--- config.mk ---
export PLATFORM = sky130hd
export DESIGN_NAME = mem_arbiter
export DESIGN_NICKNAME = d
export VERILOG_FILES = /design/src/rtl/mem_arbiter.sv
export SDC_FILE = /design/constraint.sdc
export NUM_CORES = 1
export LEC_CHECK = 0
export CORE_AREA = 2 2 193 195
export DETAILED_ROUTE_END_ITERATION = 8
export DIE_AREA = 0 0 195 197
export GPL_ROUTABILITY_DRIVEN = 0
export GPL_TIMING_DRIVEN = 0
export PLACE_DENSITY = 0.45
export SETUP_SLACK_MARGIN = 0.3
export SLEW_MARGIN = 20
export SYNTH_ARGS = -nofsm -noshare
export SYNTH_HDL_FRONTEND = slang
export SYNTH_SLANG_ARGS = --single-unit
--- constraint.sdc ---
create_clock -name clk -period 4.53 [get_ports clk]
set_input_delay 0.453 -clock clk [delete_from_list [all_inputs] [get_ports clk]]
set_output_delay 0.453 -clock clk [all_outputs]
set_load 0.05 [all_outputs]
--- src/rtl/mem_arbiter.sv ---
// rtl/mem_arbiter.sv - round-robin arbiter sharing one fixed-latency memory
// between the instruction-fetch port and the data ld/sd port.
module mem_arbiter #(
  parameter int ADDR_W  = 64,
  parameter int DATA_W  = 64,
  parameter int MEM_LAT = 2
) (
  input  logic              clk,
  input  logic              reset,
  input  logic              i_req,
  input  logic [ADDR_W-1:0] i_addr,
  output logic              i_gnt,
  output logic              i_rvalid,
  output logic [31:0]       i_rdata,
  input  logic              d_req,
  input  logic              d_we,
  input  logic [ADDR_W-1:0] d_addr,
  input  logic [DATA_W-1:0] d_wdata,
  output logic              d_gnt,
  output logic              d_rvalid,
  output logic [DATA_W-1:0] d_rdata,
  output logic              m_en,
  output logic              m_we,
  output logic [ADDR_W-1:0] m_addr,
  output logic [DATA_W-1:0] m_wdata,
  input  logic [DATA_W-1:0] m_rdata,
  output logic              busy
);
  typedef enum logic {IDLE, WAIT} stateT;

  localparam logic [3:0] CNT_INIT = 4'(MEM_LAT - 1);
  localparam logic       PORT_I   = 1'b0;
  localparam logic       PORT_D   = 1'b1;

  stateT      state;
  logic [3:0] cnt;
  logic       owner;
  logic       half;
  logic       isWr;
  logic       last;

  logic respCycle;
  logic canIssue;
  logic iElig;
  logic dElig;
  logic grantI;
  logic grantD;

  // The owner is excluded in its response cycle: it is being answered right now.
  always_comb begin
    respCycle = (state == WAIT) && (cnt == 4'd0);
    canIssue  = reset && ((state == IDLE) || respCycle);
    iElig     = canIssue && i_req && !(respCycle && (owner == PORT_I));
    dElig     = canIssue && d_req && !(respCycle && (owner == PORT_D));
    grantD    = dElig && (!iElig || (last == PORT_I));
    grantI    = iElig && !grantD;
  end

  assign i_gnt   = grantI;
  assign d_gnt   = grantD;
  assign m_en    = grantI || grantD;
  assign m_we    = grantD && d_we;
  assign m_addr  = grantD ? d_addr : (grantI ? i_addr : '0);
  assign m_wdata = grantD ? d_wdata : '0;

  assign i_rvalid = reset && respCycle && (owner == PORT_I);
  assign d_rvalid = reset && respCycle && (owner == PORT_D);
  assign i_rdata  = !i_rvalid ? 32'd0 : (half ? m_rdata[63:32] : m_rdata[31:0]);
  assign d_rdata  = (d_rvalid && !isWr) ? m_rdata : '0;
  assign busy     = reset && (state == WAIT);

  always_ff @(posedge clk or negedge reset) begin
    if (!reset) begin
      state <= IDLE;
      cnt   <= 4'd0;
      owner <= PORT_I;
      half  <= 1'b0;
      isWr  <= 1'b0;
      last  <= PORT_I;
    end else if (grantI || grantD) begin
      state <= WAIT;
      cnt   <= CNT_INIT;
      owner <= grantD ? PORT_D : PORT_I;
      half  <= grantI && i_addr[2];
      isWr  <= grantD && d_we;
      last  <= grantD ? PORT_D : PORT_I;
    end else if (state == WAIT) begin
      if (cnt != 4'd0) begin
        cnt <= cnt - 4'd1;
      end else begin
        state <= IDLE;
      end
    end
  end
endmodule

-- Yosys cells after proc, flatten, opt, wreduce, memory -nomap -nowiden
Cells that the tools add are included.
- flip-flop bits (word level): 8
- output and inout bits: 231
- word-level logic and storage cells: 51
- $add $sub $neg: 1
- muxes and demuxes: 13
- bitwise gates (word level): 2
- reductions and logical operators: 30
- operator list (kind ; number):
    $mux W64 ; 4
    $mux W32 ; 2
    $logic_and A1 B1 Y1 ; 17
    $mux W4 ; 3
    $logic_not A1 Y1 ; 5
    $logic_not A4 Y1 ; 1
    $mux W1 ; 4
    $reduce_bool A2 Y1 ; 2
    $reduce_bool A4 Y1 ; 1
    $sub A4 B1 Y4 const B ; 1
    $logic_or A1 B1 Y1 ; 3
    $not A1 Y1 ; 2
    $reduce_and A2 Y1 ; 1

-- Logic depth before layout (Yosys ltp)
Gate-level depths: netlist of the first run.
- depth after elaboration: 14
- mapped depth: 8
- mapped depth without buffers: 6

-- Worst setup path after synthesis of the first run
OpenSTA, ideal clock, no wires.
- kind: flip-flop to output port
- from: register cnt[0]
- to: output port m_addr[14]
- arrival: 2629 ps
- required time: 4077 ps
- path slack: 1448 ps
- cell stages (with the launch flop): 8
- cell sequence: dfrtp_1 > inv_1 > ha_1 > nor3b_2 > a22oi_1 > clkbuf_1 > buf_2 > o32ai_1
- cells in the longest elaborated chain, start to end: 13
- RTL lines (item ; RTL line ; source):
    start: declaration ; 36 ; logic [3:0] cnt;
    start signal: assignment ; 89 ; cnt <= cnt - 4'd1;
    $logic_not A4 Y1 (*) ; 51 ; respCycle = (state == WAIT) && (cnt == 4'd0);
    $logic_and A1 B1 Y1 (*) ; 51 ;
    $logic_or A1 B1 Y1 ; 52 ; canIssue = reset && ((state == IDLE) || respCycle);
    $logic_and A1 B1 Y1 ; 52 ;
    $logic_and A1 B1 Y1 (2 in a row) ; 53 ; iElig = canIssue && i_req && !(respCycle && (owner == PORT_I));
    $logic_not A1 Y1 ; 55 ; grantD = dElig && (!iElig || (last == PORT_I));
    $logic_or A1 B1 Y1 ; 55 ;
    $logic_and A1 B1 Y1 ; 55 ;
    $logic_not A1 Y1 ; 56 ; grantI = iElig && !grantD;
    $logic_and A1 B1 Y1 ; 56 ;
    $mux W64 ; 63 ; assign m_addr = grantD ? d_addr : (grantI ? i_addr : '0);
    $mux W64 (*) ; 63 ;
    end: declaration ; 24 ; output logic [ADDR_W-1:0] m_addr,
Mark *: on every way between the ends. The rest lies on a longest branch, timed or not.

-- Worst setup path after layout of the first run
- from: register cnt[0]
- to: output port m_addr[28]
The elaborated chain is that of the path after synthesis.

==> results of run 1 <==
[routing by layer]
layer / track usage [%] / vias to the layer above / share of wire (%)
met4: 3.110 / 0 / 2.8
met5: 0 / - / 0
met1: 12.14 / 2237 / 40
met3: 2.584 / 32 / 7.4
li1: - / 2545 / -
met2: 19.30 / 266 / 50
[area by class of cell]
class	instances	area, um2	area share, %
antenna	1	2.502	0.02915
buffer	44	185.2	2.157
clock buffer	3	75.07	0.8745
inverter	136	510.5	5.947
multi-input combinational	297	2101	24.47
sequential	8	200.2	2.332
tap	468	585.6	6.821
timing repair buffer	492	4925	57.37
[repair_timing]
| action | CTS | global route |
|---|---|---|
| gates resized for setup | 0 | 3 |
| hold endpoints to repair | 0 | 0 |
| endpoints found under the setup margin | 0 | 11 |
[how the worst min path moves through the flow]
stage                               to  slack [ns]               start
global route          isWr$_DFFE_PN0P_        0.28               reset
finish                isWr$_DFFE_PN0P_        0.23               reset
floorplan           cnt[0]$_DFFE_PN0P_        0.16               reset
CTS                 cnt[0]$_DFFE_PN0P_        0.55  cnt[0]$_DFFE_PN0P_
global placement    cnt[0]$_DFFE_PN0P_        0.55  cnt[0]$_DFFE_PN0P_
detailed placement  cnt[0]$_DFFE_PN0P_        0.54  cnt[0]$_DFFE_PN0P_
[logic make-up (layout without fill, tap and decap cells)]
family                   count (synthesis)  count (layout)  synth area share [%]
AND/OR/NAND/NOR                        183             183                 36.06
multiplexers                            34              34                 11.39
AO/OA/AOI/OAI                           78              78                 21.78
buffers and inverters                  180             675                 23.24
adder cells (fa/ha/maj)                  2               2                0.8374
flip-flops                               8               8                 6.700
other                                    0               1                     0
[power by group through the flow]
stage | Sequential [mW] | Clock [mW] | Combinational (mW)
after CTS | 0.132 | 0.160 | 2.35
after global routing | 0.137 | 0.163 | 2.45
final | 0.132 | 0.152 | 2.32
after detailed placement | 0.133 | 0 | 2.34
after global placement | 0.133 | 0 | 2.34
after floorplan | 0.125 | 0 | 1.42
[flip-flops by register name (all words and copies together) (netlist names)]
| signal | count |
|---|---|
| half | 1 |
| isWr | 1 |
| last | 1 |
| cnt | 4 |
| state | 1 |
[placed cells by master, fill, tap and decap left out, types with 4 or more instances in the layout]
master and count:
clkdlybuf4s50_1 490, inv_1 136, and2_1 131, o32ai_1 65, nor2_1 35, mux2i_1 34, clkbuf_1 25, buf_2 9
dfrtp_1 8, clkbuf_2 7, a21oi_1 5, nand2_1 4
[critical path: stages, from the launching register on]
cell             delay (ns)
dfrtp_1                0.37
inv_1                  0.10
ha_1                   0.20
nor3b_2                0.38
a22oi_1                0.23
clkbuf_1               0.30
buf_2                  0.28
o32ai_1                0.42
clkdlybuf4s50_1        0.90
[through the flow]
| stage | std cells | hold slack, ns | instance area [um2] |
|---|---|---|---|
| finish | 1449 | 0.2279 | 8584 |
| global route | 1449 | 0.2751 | 8584 |
| CTS | 1448 | 0.5528 | 8578 |
| detailed placement | 1445 | 0.5374 | 8503 |
| global placement | 1444 | 0.5473 | 8488 |
| floorplan | 485 | 0.1574 | 2988 |
==> run_results.csv, run 1 <==
group,metric,value,unit
synth,synth.area.top_cells,"and2_1, o32ai_1, inv_1, mux2i_1, dfrtp_1",
synth,yosys.area.top_type_share,27.43,%
sta,tns,0,ns
setup_path,crit_end,"m_addr[28]",
worst_hold_path,hp-class,"input port to asynchronous set/reset pin",
route,drc,0,
global_route,grt_pass1_wl,31660,um
clock_tree,holdBufCountCts,0,
route,drt-initial-drc-count,148,
layout,fillers,4092,
sta,max_slew.worst_pin.slew,0.8070,ns
clock_tree,clk_latency,0.23,ns
route,first_pass_iters,4,
synth,synth_cells,485,
clock_tree,cts_tree,"built",
synth,synth_edf_count,0,
global_route,grt_remaining_overflow,0,
global_route,grt_pass1_vias,5433,
clock_tree,clock_path_buffers,2,
clock_tree,cts_buffers,3,
placed_design,place_ws,0.3154,ns
global_route,grt_usage,10.56,%
setup_path,critical_path.startpoint,"cnt[0]$_DFFE_PN0P_",
setup_path,end_kind,"output port",
layout,fin_util,23.67,%
sta,max-slew-margin-rel,46.20,%
synth,async_reset_ff_share,100.0,%
setup_path,arrival,3.42,ns
power,p_leak,3.476,nW
synth,yosysMostFrequentCell,"inv_1",
power,swShare,59.17,%
route,ant_nets,0,
synth,synth_area,0.002988,mm2
flow_run,cap_viol_max_count,0,
synth,synth_seq_cells,8,
die,coreArea,0.03626,mm2
route,wl_per_cell,15.00,um
route,routed_wl,21730,um
synth,synth_ff_type,"dfrtp_1",
die,ioPinCount,492,
sta,finalCriticalPeriod,3.875,ns
route,viasPerCell,3.506,
clock_tree,cts.htree.levels,1,
setup_path,required,4.08,ns
synth,yosysWarnings,0,
die,die_area,0.03842,mm2
power,ir_drop,0.1411,mV
setup_path,path_max_fanout,10,
sta,fin_crit_sh,85.54,%
clock_tree,postCtsSetupBuffers,0,
power,power_frac_clock,5.9,%
clock_tree,cts-root-buf,"clkbuf_16",
setup_path,timing.reg2reg.setup_slack,2.54,ns
sta,finalWorstSetupSlack,0.6549,ns
placed_design,io_buffer_count,491,
synth,syn-num-nets,748,
route,vias,5080,
layout,nNetsFinal,1245,
sta,rsz0062_at_grt,"false",
synth,synth_cell_types,29,
global_route,grt_start_max_net_pins,15,
synth,synth_top_cell_by_area,"and2_1",
synth,seq_area_frac_synth,6.700,%
power,report.power.total,2.602,mW
placed_design,hpwl,18880,um
setup_path,crit_type,"flop to output port",
run_status,outcome,"finished, final reports clean",
sta,fmax,258.1,MHz
clock_tree,clk_pin_slew,0.04,ns
sta,setup_violations,0,
setup_path,critPathLaunchType,"flop",
synth,avgSynthCellArea,6.161,um2
clock_tree,clock-sinks,8,
die,die_w,195,um
sta,hold_viol_final,0,
setup_path,r2r-start,"cnt[0]$_DFFE_PN0P_",
layout,drive_gt1_share,2.347,%
die,initial_core_util,8.240,%
die,die_h,197,um
power,pwr-share-comb,89.1,%
power,power_switching,1.539,mW
power,seq_power_share,5.1,%
synth,synth_common_cells,"inv_1, and2_1, o32ai_1",
sta,maxSlewViolCount,0,
setup_path,r2r_end,"isWr$_DFFE_PN0P_",
power,pwr_density_cell,303.1,mW/mm2
layout,area_growth,187.3,%
sta,skew,0.001568,ns
die,rows,70,
power,power.internal,1.062,mW
setup_path,ff2ff_path_depth,8,
global_route,antenna_found_initial,2,
Power figures use the tool's default switching activity.
==> run 2, diff against run 1 <==
--- a/config.mk
+++ b/config.mk
@@ -10,7 +10,7 @@
 export DIE_AREA = 0 0 195 197
 export GPL_ROUTABILITY_DRIVEN = 0
 export GPL_TIMING_DRIVEN = 0
-export PLACE_DENSITY = 0.45
+export PLACE_DENSITY_LB_ADDON = 0.05
 export SETUP_SLACK_MARGIN = 0.3
 export SLEW_MARGIN = 20
 export SYNTH_ARGS = -nofsm -noshare
==> run 2 against run 1 <==
Against the previous run: clock skew is 0.0018 ns higher; via count is 1.6% lower; critical path depth stayed put; total power is 0.70% lower; highest routed layer is now met5.
==> run_results.csv, run 2 (synthesized netlist as in run 1, its figures left out) <==
group,metric,value,unit
run_status,outcome,"finished, final reports clean",
layout,layout_commonest_cell,"clkdlybuf4s50_1",
sta,skew,0.003324,ns
clock_tree,cts_buffers,3,
layout,drive_gt1_share,2.145,%
flow_run,cap_viol_max_count,0,
global_route,grt_pass1_vias,5215,
sta,fmax,264.7,MHz
clock_tree,cts.htree.levels,1,
clock_tree,cts-resized-gates,0,
setup_path,required,4.08,ns
die,initial_core_util,8.240,%
die,coreArea,0.03626,mm2
sta,finalCriticalPeriod,3.778,ns
layout,fin_util,23.65,%
route,first_pass_iters,4,
die,die_area,0.03842,mm2
power,power_switching,1.526,mW
setup_path,critPathLaunchType,"flop",
power,p_leak,3.468,nW
sta,rsz0062_at_grt,"false",
power,pwr_density_cell,301.3,mW/mm2
route,wl_per_cell,16.16,um
global_route,grt_pass1_wl,33340,um
global_route,antenna_found_initial,3,
layout,area_growth,187.0,%
layout,regMostFlops,"cnt",
sta,max-slew-margin-rel,45.01,%
route,drc,0,
route,viasPerCell,3.454,
clock_tree,cts-root-buf,"clkbuf_16",
clock_tree,clk_pin_slew,0.04,ns
route,ant_nets,0,
clock_tree,holdBufCountCts,0,
placed_design,hpwl,20400,um
power,pwr-share-comb,89.1,%
power,swShare,59.06,%
power,power.internal,1.058,mW
sta,max_slew.worst_pin.slew,0.8248,ns
setup_path,arrival,3.32,ns
sta,hold_viol_final,0,
clock_tree,clock_path_buffers,2,
setup_path,path_max_fanout,10,
sta,setup_violations,0,
clock_tree,clk_latency,0.23,ns
clock_tree,postCtsSetupBuffers,0,
placed_design,place_inst,1444,
worst_hold_path,hp-class,"input port to asynchronous set/reset pin",
die,die_h,197,um
global_route,grt_remaining_overflow,0,
placed_design,io_buffer_count,491,
setup_path,end_kind,"output port",
clock_tree,cts_tree,"built",
power,ir_drop,0.1161,mV
power,seq_power_share,5.1,%
die,die_w,195,um
die,ioPinCount,492,
global_route,grt_usage,11.35,%
sta,fin_crit_sh,83.39,%
sta,maxSlewViolCount,0,
route,drt-initial-drc-count,90,
die,rows,70,
power,power_frac_clock,5.8,%
clock_tree,clock-sinks,8,
layout,largest_register_ffs,4,
sta,tns,0,ns
layout,layout_common_cells,"clkdlybuf4s50_1, inv_1, and2_1",
setup_path,crit_type,"flop to output port",
layout,stdcell_count,1448,
layout,nNetsFinal,1244,
route,vias,5001,
route,routed_wl,23410,um
global_route,grt_start_max_net_pins,15,
run 2: worst max-delay path: stages (launching register included):
cell	delay (ns)
dfrtp_1	0.38
inv_1	0.10
ha_1	0.21
nor3b_2	0.40
a22oi_1	0.23
clkbuf_1	0.31
buf_2	0.28
o32ai_1	0.28
clkdlybuf4s50_1	0.89
run 2: worst paths after layout:
kind	from	end	slack, ns	depth (start not counted)
worst max-delay path	cnt[0]$_DFFE_PN0P_	m_addr[26]	0.75	8
max in group asynchronous	reset	last$_DFFE_PN0P_	3.91	1
worst max register to register	cnt[0]$_DFFE_PN0P_	half$_DFFE_PN0P_	2.49	6
min in group clk	isWr$_DFFE_PN0P_	isWr$_DFFE_PN0P_	0.55	2
worst min-delay path	reset	cnt[2]$_DFFE_PN0P_	0.22	1
worst min register to register	isWr$_DFFE_PN0P_	isWr$_DFFE_PN0P_	0.55	2
run 2: layer usage:
| layer | track usage, % | wire length [um] |
|---|---|---|
| met1 | 11.22 | 8120 |
| met5 | 0 | 23 |
| met3 | 3.611 | 2086 |
| met4 | 2.092 | 221 |
| met2 | 22.99 | 12950 |
run 2: metrics by stage:
step / worst slack [ns] / power (mW) / cell area, um2 / hold WS (ns)
after floorplan: 1.449 / 1.545 / 2988 / 0.1574
after global placement: 0.4036 / 2.497 / 8488 / 0.5503
after detailed placement: 0.4543 / 2.479 / 8496 / 0.5454
after CTS: 0.4553 / 2.643 / 8571 / 0.5625
after global routing: 0.4829 / 2.751 / 8576 / 0.2723
final: 0.7524 / 2.583 / 8576 / 0.2195
run 2: layout make-up:
type	count	area, um2
fillers	4087	27680
repair buffers	491	4917
multi-input cells	297	2101
well taps	468	585.6
inverters	136	510.5
flip-flops and latches	8	200.2
plain buffers	44	183.9
clock buffers	3	75.07
diodes	1	2.502
run 2: power groups by stage:
| stage | Clock, mW | Sequential [mW] | Combinational (mW) |
|---|---|---|---|
| finish | 0.150 | 0.131 | 2.30 |
| global route | 0.159 | 0.137 | 2.45 |
| CTS | 0.156 | 0.132 | 2.36 |
| detailed placement | 0 | 0.133 | 2.35 |
| global placement | 0 | 0.133 | 2.36 |
| floorplan | 0 | 0.125 | 1.42 |
==> run 3, diff against run 2 <==
--- a/config.mk
+++ b/config.mk
@@ -5,9 +5,9 @@
 export SDC_FILE = /design/constraint.sdc
 export NUM_CORES = 1
 export LEC_CHECK = 0
-export CORE_AREA = 2 2 193 195
+export CORE_AREA = 2 2 194 196
 export DETAILED_ROUTE_END_ITERATION = 8
-export DIE_AREA = 0 0 195 197
+export DIE_AREA = 0 0 196 198
 export GPL_ROUTABILITY_DRIVEN = 0
 export GPL_TIMING_DRIVEN = 0
 export PLACE_DENSITY_LB_ADDON = 0.05
==> constraint.sdc (replaced) <==
create_clock -name clk -period 3.1 [get_ports clk]
set_input_delay 0.31 -clock clk [delete_from_list [all_inputs] [get_ports clk]]
set_output_delay 0.31 -clock clk [all_outputs]
set_load 0.05 [all_outputs]
==> run 3 against run 2 <==
Against the previous run: clock power increased by 45%; die area increased by 1.0%; wire length fell by 2.5%; non-clock buffer count is 3 higher; cell area decreased by 6.5%; worst hold slack worse by 0.15 ns; via count grew 1.3%.
==> run_results.csv, run 3 (synthesized netlist as in run 1, its figures left out) <==
group,metric,value,unit
run_status,outcome,"finished, final reports clean",
clock_tree,cts_tree,"built",
setup_path,path_depth,8,
global_route,use_met1,10.87,%
clock_tree,clock_path_buffers,2,
layout,layout_common_cells,"clkdlybuf4s50_1, inv_1, and2_1",
layout,stdcell_count,1457,
route,vias,5068,
clock_tree,cts_buffers,3,
clock_tree,cts-root-buf,"clkbuf_16",
flow_run,cap_viol_max_count,0,
placed_design,hpwl,19820,um
setup_path,critPathLaunchType,"flop",
clock_tree,clk_latency,0.23,ns
global_route,grt_pass1_vias,5148,
setup_path,worst_path_max_delay_cell,"clkdlybuf4s18_2",
setup_path,path_max_fanout,10,
setup_path,cp_cell_sequence,"inv_1, ha_2, nor4b_2, o21ai_1, clkbuf_4, clkbuf_2, o32ai_1, clkdlybuf4s18_2",
sta,finalWorstSetupSlack,0.4500,ns
sta,fin_crit_sh,85.49,%
layout,largest_register_ffs,4,
layout,regMostFlops,"cnt",
setup_path,cpPeakStageDelay,0.41,ns
global_route,antenna_found_initial,2,
setup_path,crit_family,"buffers and inverters",
clock_tree,clk_pin_slew,0.04,ns
route,ant_nets,0,
layout,layout_commonest_cell,"clkdlybuf4s50_1",
setup_path,required,2.79,ns
sta,skew,0.006010,ns
layout,nNetsFinal,1247,
sta,hold_viol_final,0,
power,report.power.total,3.647,mW
global_route,use_met3,3.526,%
die,die_w,196,um
die,initial_core_util,8.085,%
setup_path,r2r-start,"cnt[0]$_DFFE_PN0P_",
route,wl_per_cell,15.67,um
global_route,grt_use_met2,22.05,%
setup_path,timing.reg2reg.setup_slack,1.30,ns
die,rows,71,
setup_path,r2r_end,"isWr$_DFFE_PN0P_",
sta,finalCriticalPeriod,2.650,ns
setup_path,ff2ff_path_depth,8,
setup_path,path_buf_inv,4,
sta,whs,0.07082,ns
clock_tree,clock-sinks,8,
placed_design,io_buffer_count,491,
setup_path,arrival,2.34,ns
die,die_area,0.03881,mm2
global_route,grt_start_max_net_pins,15,
setup_path,crit_type,"flop to output port",
power,ir_drop,0.1609,mV
setup_path,end_kind,"output port",
clock_tree,cts.htree.levels,1,
route,routed_wl,22830,um
power,pwr_density_cell,454.7,mW/mm2
setup_path,critical_path.startpoint,"cnt[0]$_DFFE_PN0P_",
sta,maxSlewViolCount,0,
die,coreArea,0.03696,mm2
sta,setup_violations,0,
global_route,grt_remaining_overflow,0,
worst_hold_path,hp-class,"input port to asynchronous set/reset pin",
route,drt-initial-drc-count,120,
die,ioPinCount,492,
sta,max-slew-margin-rel,48.74,%
route,first_pass_iters,4,
placed_design,place_ws,-0.6362,ns
route,drc,0,
global_route,grt_usage,10.92,%
sta,rsz0062_at_grt,"true",
global_route,grt_pass1_wl,32310,um
layout,area_growth,168.4,%
die,die_h,198,um
power,p_leak,3.957,nW
placed_design,place_inst,1450,
sta,fmax,377.4,MHz
global_route,busiest_layer,"met2",
route,viasPerCell,3.478,
layout,drive_gt1_share,27.80,%
sta,max_slew.worst_pin.slew,0.7690,ns
==> run 3: changes by cell type in the layout (fill, tap and decap cells not counted), moves of 15 or more <==
cell             before  now
clkbuf_2              6   60
clkdlybuf4s50_1     490  260
buf_4                 0   76
buf_2                 9   62
clkbuf_4              0   28
clkbuf_1             26   11
clkdlybuf4s15_2       0   27
==> run 3: worst reg2reg max path, stage by stage, from the launching register on <==
cell       delay, ns
dfrtp_1         0.38
inv_1           0.11
ha_2            0.21
nor4b_2         0.23
o21ai_1         0.15
inv_2           0.12
clkbuf_4        0.20
buf_2           0.20
o2bb2ai_1       0.12
==> run 3: cell type report <==
class | instances | area, um2
buffer | 44 | 227.7
timing repair buffer | 494 | 4260
fill | 4216 | 28940
multi-input combinational | 297 | 2151
sequential | 8 | 200.2
inverter | 136 | 510.5
clock buffer | 3 | 75.07
antenna | 1 | 2.502
tap | 474 | 593.1
==> run 3: layer usage <==
metal / share of wire (%) / routed length (um) / up-vias
met2: 55 / 12610 / 253
met4: 1.1 / 248 / 2
met3: 9.3 / 2125 / 10
li1: - / - / 2546
met1: 34 / 7834 / 2257
met5: 0.053 / 12 / -
==> run 3: what timing repair did <==
action | 4_1_cts | 5_1_grt
hold endpoints to repair | 0 | 0
endpoints found under the setup margin | 230 | 225
resized for setup | 998 | 208
pin swaps | 2 | 1
buffers inserted | 3 | 0
hold buffers | 0 | 0
==> run 3: where the power goes <==
part | switching [mW] | internal (mW)
clock network | 0.0506 | 0.166
logic | 2.15 | 1.08
registers | 0.0460 | 0.154
==> run 3: worst max-delay path by stage <==
stage	end
after floorplan	m_addr[14]
after global placement	m_en
after detailed placement	m_addr[56]
after CTS	m_wdata[30]
after global routing	m_addr[13]
final	m_addr[13]
==> run 3: stage by stage <==
step,util [%],area [um2],TNS [ns]
after CTS,21.97,8119,0
after global placement,22.99,8496,-99.79
after floorplan,-,2988,0
final,21.70,8020,0
after global routing,21.70,8018,0
after detailed placement,23.01,8503,-96.45
==> edit 1 (config.mk and constraints of run 2) <==
Make the reset (`reset`) synchronous in one clocked block.
--- a/src/rtl/mem_arbiter.sv
+++ b/src/rtl/mem_arbiter.sv
@@ -71,3 +71,3 @@
 
-  always_ff @(posedge clk or negedge reset) begin
+  always_ff @(posedge clk) begin
     if (!reset) begin
Function: no difference found for any inputs over 10 cycles, from zero or initial values and one cycle with reset low; that may be too few to reach the edited logic, so the function may still have changed.
==> edit 1 against run 2 <==
Utilization decreased by 1.4 points; routed wire length increased by 14%; worst setup slack better by 39 ps; final area shrank 5.8%; sequential cell count did not move; critical path depth decreased by 1; global-route usage up 1.9 points; register-to-register slack improved by 90 ps; synthesized cell count is 26% lower; synthesized area decreased by 16%; worst hold slack improved by 270 ps; critical path type is now in -> out; critical endpoint is now m_wdata[13]; largest cell class unchanged; highest routed layer unchanged.
Power is not compared: it rests on default switching activity, and its combinational part moved more than twofold at a synthesized area within 25%.
==> edit 1: results <==
group,metric,value,unit
power,ir_drop,108,uV
critical_path,max_stage_delay,840,ps
placed_design,numPortBuffers,489,
yosys,synth_fa_ha_area_share,0.500,%
yosys,synth_top_area_share,32.5,%
global_route,grt_usage,13.2,%
global_route,antenna_found_initial,7,
hold_path,hold_path_class,"reg -> reg",
layout,nNetsFinal,1114,
global_route,first_global_vias,5002,
critical_path,cp_slowest_cell,"clkdlybuf4s50_1",
yosys,synth-seq-area-share,6.40,%
yosys,muxShareOfSynthArea,13.2,%
yosys,ys.flop_type,"dfxtp_1",
power,leakagePower,2.88,nW
yosys,ys_top_cells_by_count,"and2_1, a22o_1, nor2_1",
clock_network,cts_setup_buffers,0,
detailed_routing,via_per_inst,3.46,
clock_network,cts.htree.levels,1,
detailed_routing,wire_per_inst,20.2,um
global_route,grt_max_degree,11,
yosys,yosys_warnings,0,
layout,layout-drive-gt1-share,2.35,%
placed_design,dpl_worst_slack,700,ps
clock_network,cts_buffers,3,
yosys,synth.area.top_cells,"and2_1, a22o_1, mux2i_1",
yosys,synth.distinct_cells,39,
yosys,syn_avg_cell_area,6.99,um^2
detailed_routing,drt-pass1-iter-count,4,
detailed_routing,drtIter0Drc,116,
clock_network,cts-root-buf,"clkbuf_16",
yosys,syn_nets,620,
layout,regMostFlops,"cnt",
yosys,synth-async-reset-ratio,0,%
global_route,grt_pass1_wl,36.9,mm
layout,largest_reg_flops,4,
yosys,yosys.area.top_type,"and2_1",
clock_network,clk_pin_slew_worst_paths,40,ps
status,outcome,"completed",
placed_design,dpl.hpwl,23.5,mm
clock_network,insertion_delay,230,ps
critical_path,arrival,3290,ps
critical_path,worstPathMaxFanout,10,
yosys,synth-compound-area-share,28.1,%
clock_network,ctsLongestPathBuffers,2,
placed_design,placement.cell_area,7980,um^2
sta,skew,1.90,ps
power,p_int,646,uW
layout,final_cells,1326,
clock_network,cts_resized,0,
sta,max_slew_margin,44.6,%
yosys,synth_xor_area_share,0,%
edit 1: cells by family (layout without fill, tap and decap cells):
kind of cell / after synthesis / count (layout)
AOI/OAI and AO/OA: 84 / 84
buffers and inverters: 44 / 536
and+or+nand+nor: 188 / 188
other: 0 / 8
adders and majority gates: 1 / 1
muxes: 33 / 33
DFF: 8 / 8
edit 1: worst max-delay path, delay by kind of cell:
kind | cells | cell delay (ps)
compound gates | 2 | 480
simple gates | 1 | 230
buf+inv | 4 | 2100
edit 1: power groups by stage:
stage                     sequential, mW  combinational (mW)  clock (mW)
final                             0.0813                1.05       0.151
after global routing              0.0822                1.10       0.162
after CTS                         0.0812                1.06       0.158
after detailed placement          0.0824                1.06           0
after global placement            0.0826                1.07           0
after floorplan                   0.0810               0.549           0
edit 1: final timing paths:
path | from | endpoint | slack, ps | cells past startpoint
setup / recovery | i_req | m_wdata[13] | 790 | 7
hold / removal | cnt[1] | cnt[1] | 490 | 2
setup reg to reg | cnt[0] | half | 2580 | 6
hold reg to reg | cnt[1] | cnt[1] | 490 | 2
edit 1: per-layer routing:
| metal | track usage, % | up-vias | part of all wire, % |
|---|---|---|---|
| met4 | 2.40 | 2 | 1.0 |
| met1 | 13.6 | 2096 | 37 |
| li1 | - | 2259 | - |
| met3 | 4.86 | 14 | 7.7 |
| met5 | 1.28 | - | 0.26 |
| met2 | 25.6 | 219 | 54 |
edit 1: cell type report:
class,instances,area (um^2)
flip-flops and latches,8,160
diodes,8,20.0
well taps,468,586
multi-input cells,306,2160
clock buffers,3,75.1
fillers,4077,28200
repair buffers,489,4890
inverters,6,22.5
plain buffers,38,160
edit 1: stage by stage:
stage	utilization, %	power [mW]
3_5_place_dp	22.0	1.14
4_1_cts	22.2	1.30
5_1_grt	22.3	1.35
2_1_floorplan	-	0.630
6_report	22.3	1.28
3_3_place_gp	22.0	1.15
==> edit 2 (flow settings as in run 2) <==
Without the edit above. `DATA_W`: 64 -> 96.
--- a/src/rtl/mem_arbiter.sv
+++ b/src/rtl/mem_arbiter.sv
@@ -4,3 +4,3 @@
   parameter int ADDR_W  = 64,
-  parameter int DATA_W  = 64,
+  parameter int DATA_W  = 96,
   parameter int MEM_LAT = 2
Ports: changed (resized d_rdata, d_wdata, m_rdata and m_wdata); port bits go from 492 to 620. No check against the original RTL was run, so the function may have changed too.
==> edit 2 against run 2 <==
Clock skew about the same; via count up 21%; final area up 20%; count of clock-buffer cells in the layout unchanged; synthesized cell count up 15%; synthesized area up 16%; routed wire length up 33%; worst setup slack worse by 91 ps; non-clock buffer count up 135; sequential cell count unchanged; total power up 15%; critical endpoint is now m_addr[61]; highest routed layer is now met4.
==> edit 2: results <==
group,metric,value,unit
sta,hold_ws,555,ps
sta,worst_pin_slew,834,ps
detailed_routing,via_per_inst,3.64,
yosys,synth.area.top_cells,"and2_1, o32ai_1, inv_1",
detailed_routing,drt_wl_total,31.0,mm
layout,nNetsFinal,1507,
placed_design,dp.cells,1643,
power,leakagePower,4.13,nW
critical_path,rr_worst_depth,8,
critical_path,arrival,3420,ps
power,p_per_area,287,nW/um^2
yosys,muxShareOfSynthArea,9.86,%
sta,skew,2.83,ps
detailed_routing,drt-pass1-iter-count,4,
layout,layout-drive-gt1-share,1.78,%
yosys,ys_top_cells_by_count,"and2_1, inv_1, o32ai_1",
yosys,synth-compound-area-share,19.1,%
yosys,synth_fa_ha_area_share,0.725,%
critical_path,worstPathMaxFanout,14,
global_route,first_global_vias,6311,
yosys,syn_nets,883,
critical_path,reg2reg_setup_slack,2500,ps
critical_path,regToRegEndpoint,"isWr",
placed_design,placement.cell_area,10200,um^2
status,outcome,"completed",
global_route,grt_usage,15.2,%
global_route,antenna_found_initial,9,
detailed_routing,wire_per_inst,18.8,um
clock_network,cts_resized,0,
detailed_routing,drtIter0Drc,126,
power,ir_drop,114,uV
global_route,grt_pass1_wl,42.7,mm
yosys,syn_avg_cell_area,6.21,um^2
placed_design,dpl.hpwl,27.8,mm
yosys,synth.distinct_cells,31,
yosys,synth-seq-area-share,5.80,%
layout,nFillCells,3991,
critical_path,max_stage_delay,930,ps
hold_path,hold_path_class,"reg -> reg",
placed_design,numPortBuffers,619,
yosys,ys.flop_type,"dfrtp_1",
placed_design,dpl_worst_slack,449,ps
## edit 2: cell count changes after synthesis, sizes merged
cell / before / now
clkbuf: 32 / 34
buf: 12 / 17
and2: 131 / 195
## edit 2: logic make-up after synthesis
logic type               after synthesis
AND/OR/NAND/NOR                      247
buffers and inverters                187
multiplexers                          34
flip-flops                             8
AO/OA/AOI/OAI                         78
adder cells (fa/ha/maj)                2
## edit 2: how the worst max path moves through the flow
stage / startpoint / end / slack [ps] / cells past startpoint
2_1_floorplan: cnt[0] / m_addr[14] / 1470 / 7
4_1_cts: reset / m_addr[10] / 440 / 7
3_5_place_dp: reset / m_addr[10] / 450 / 7
5_1_grt: reset / d_rdata[22] / 380 / 6
3_3_place_gp: reset / m_addr[10] / 430 / 7
6_report: reset / m_addr[61] / 660 / 6
## edit 2: critical path, delay by kind of cell
family                 cells  cell delay (ps)
AO/OA/AOI/OAI              1              330
buffers and inverters      4             2390
AND/OR/NAND/NOR            1              230
## edit 2: routing by layer
metal	vias to the layer above	routed length [um]	global-route usage, %
li1	3018	-	-
met1	2672	9510	12.9
met2	317	18300	32.4
met3	20	2630	4.98
met4	0	588	5.17
met5	-	0	0
## edit 2: power breakdown
group	internal [mW]	switching, mW	total [mW]	leakage [nW]
sequential	0.105	0.0268	0.132	0.0985
clock	0.114	0.0392	0.153	0.0370
combinational	0.985	1.69	2.68	4.00
## edit 2: area by class of cell
cell class | instances | share of cell area (%)
inverter | 136 | 4.94
antenna | 8 | 0.194
sequential | 8 | 1.94
multi-input combinational | 361 | 24.2
clock buffer | 3 | 0.727
buffer | 51 | 2.34
tap | 468 | 5.67
timing repair buffer | 619 | 60.0
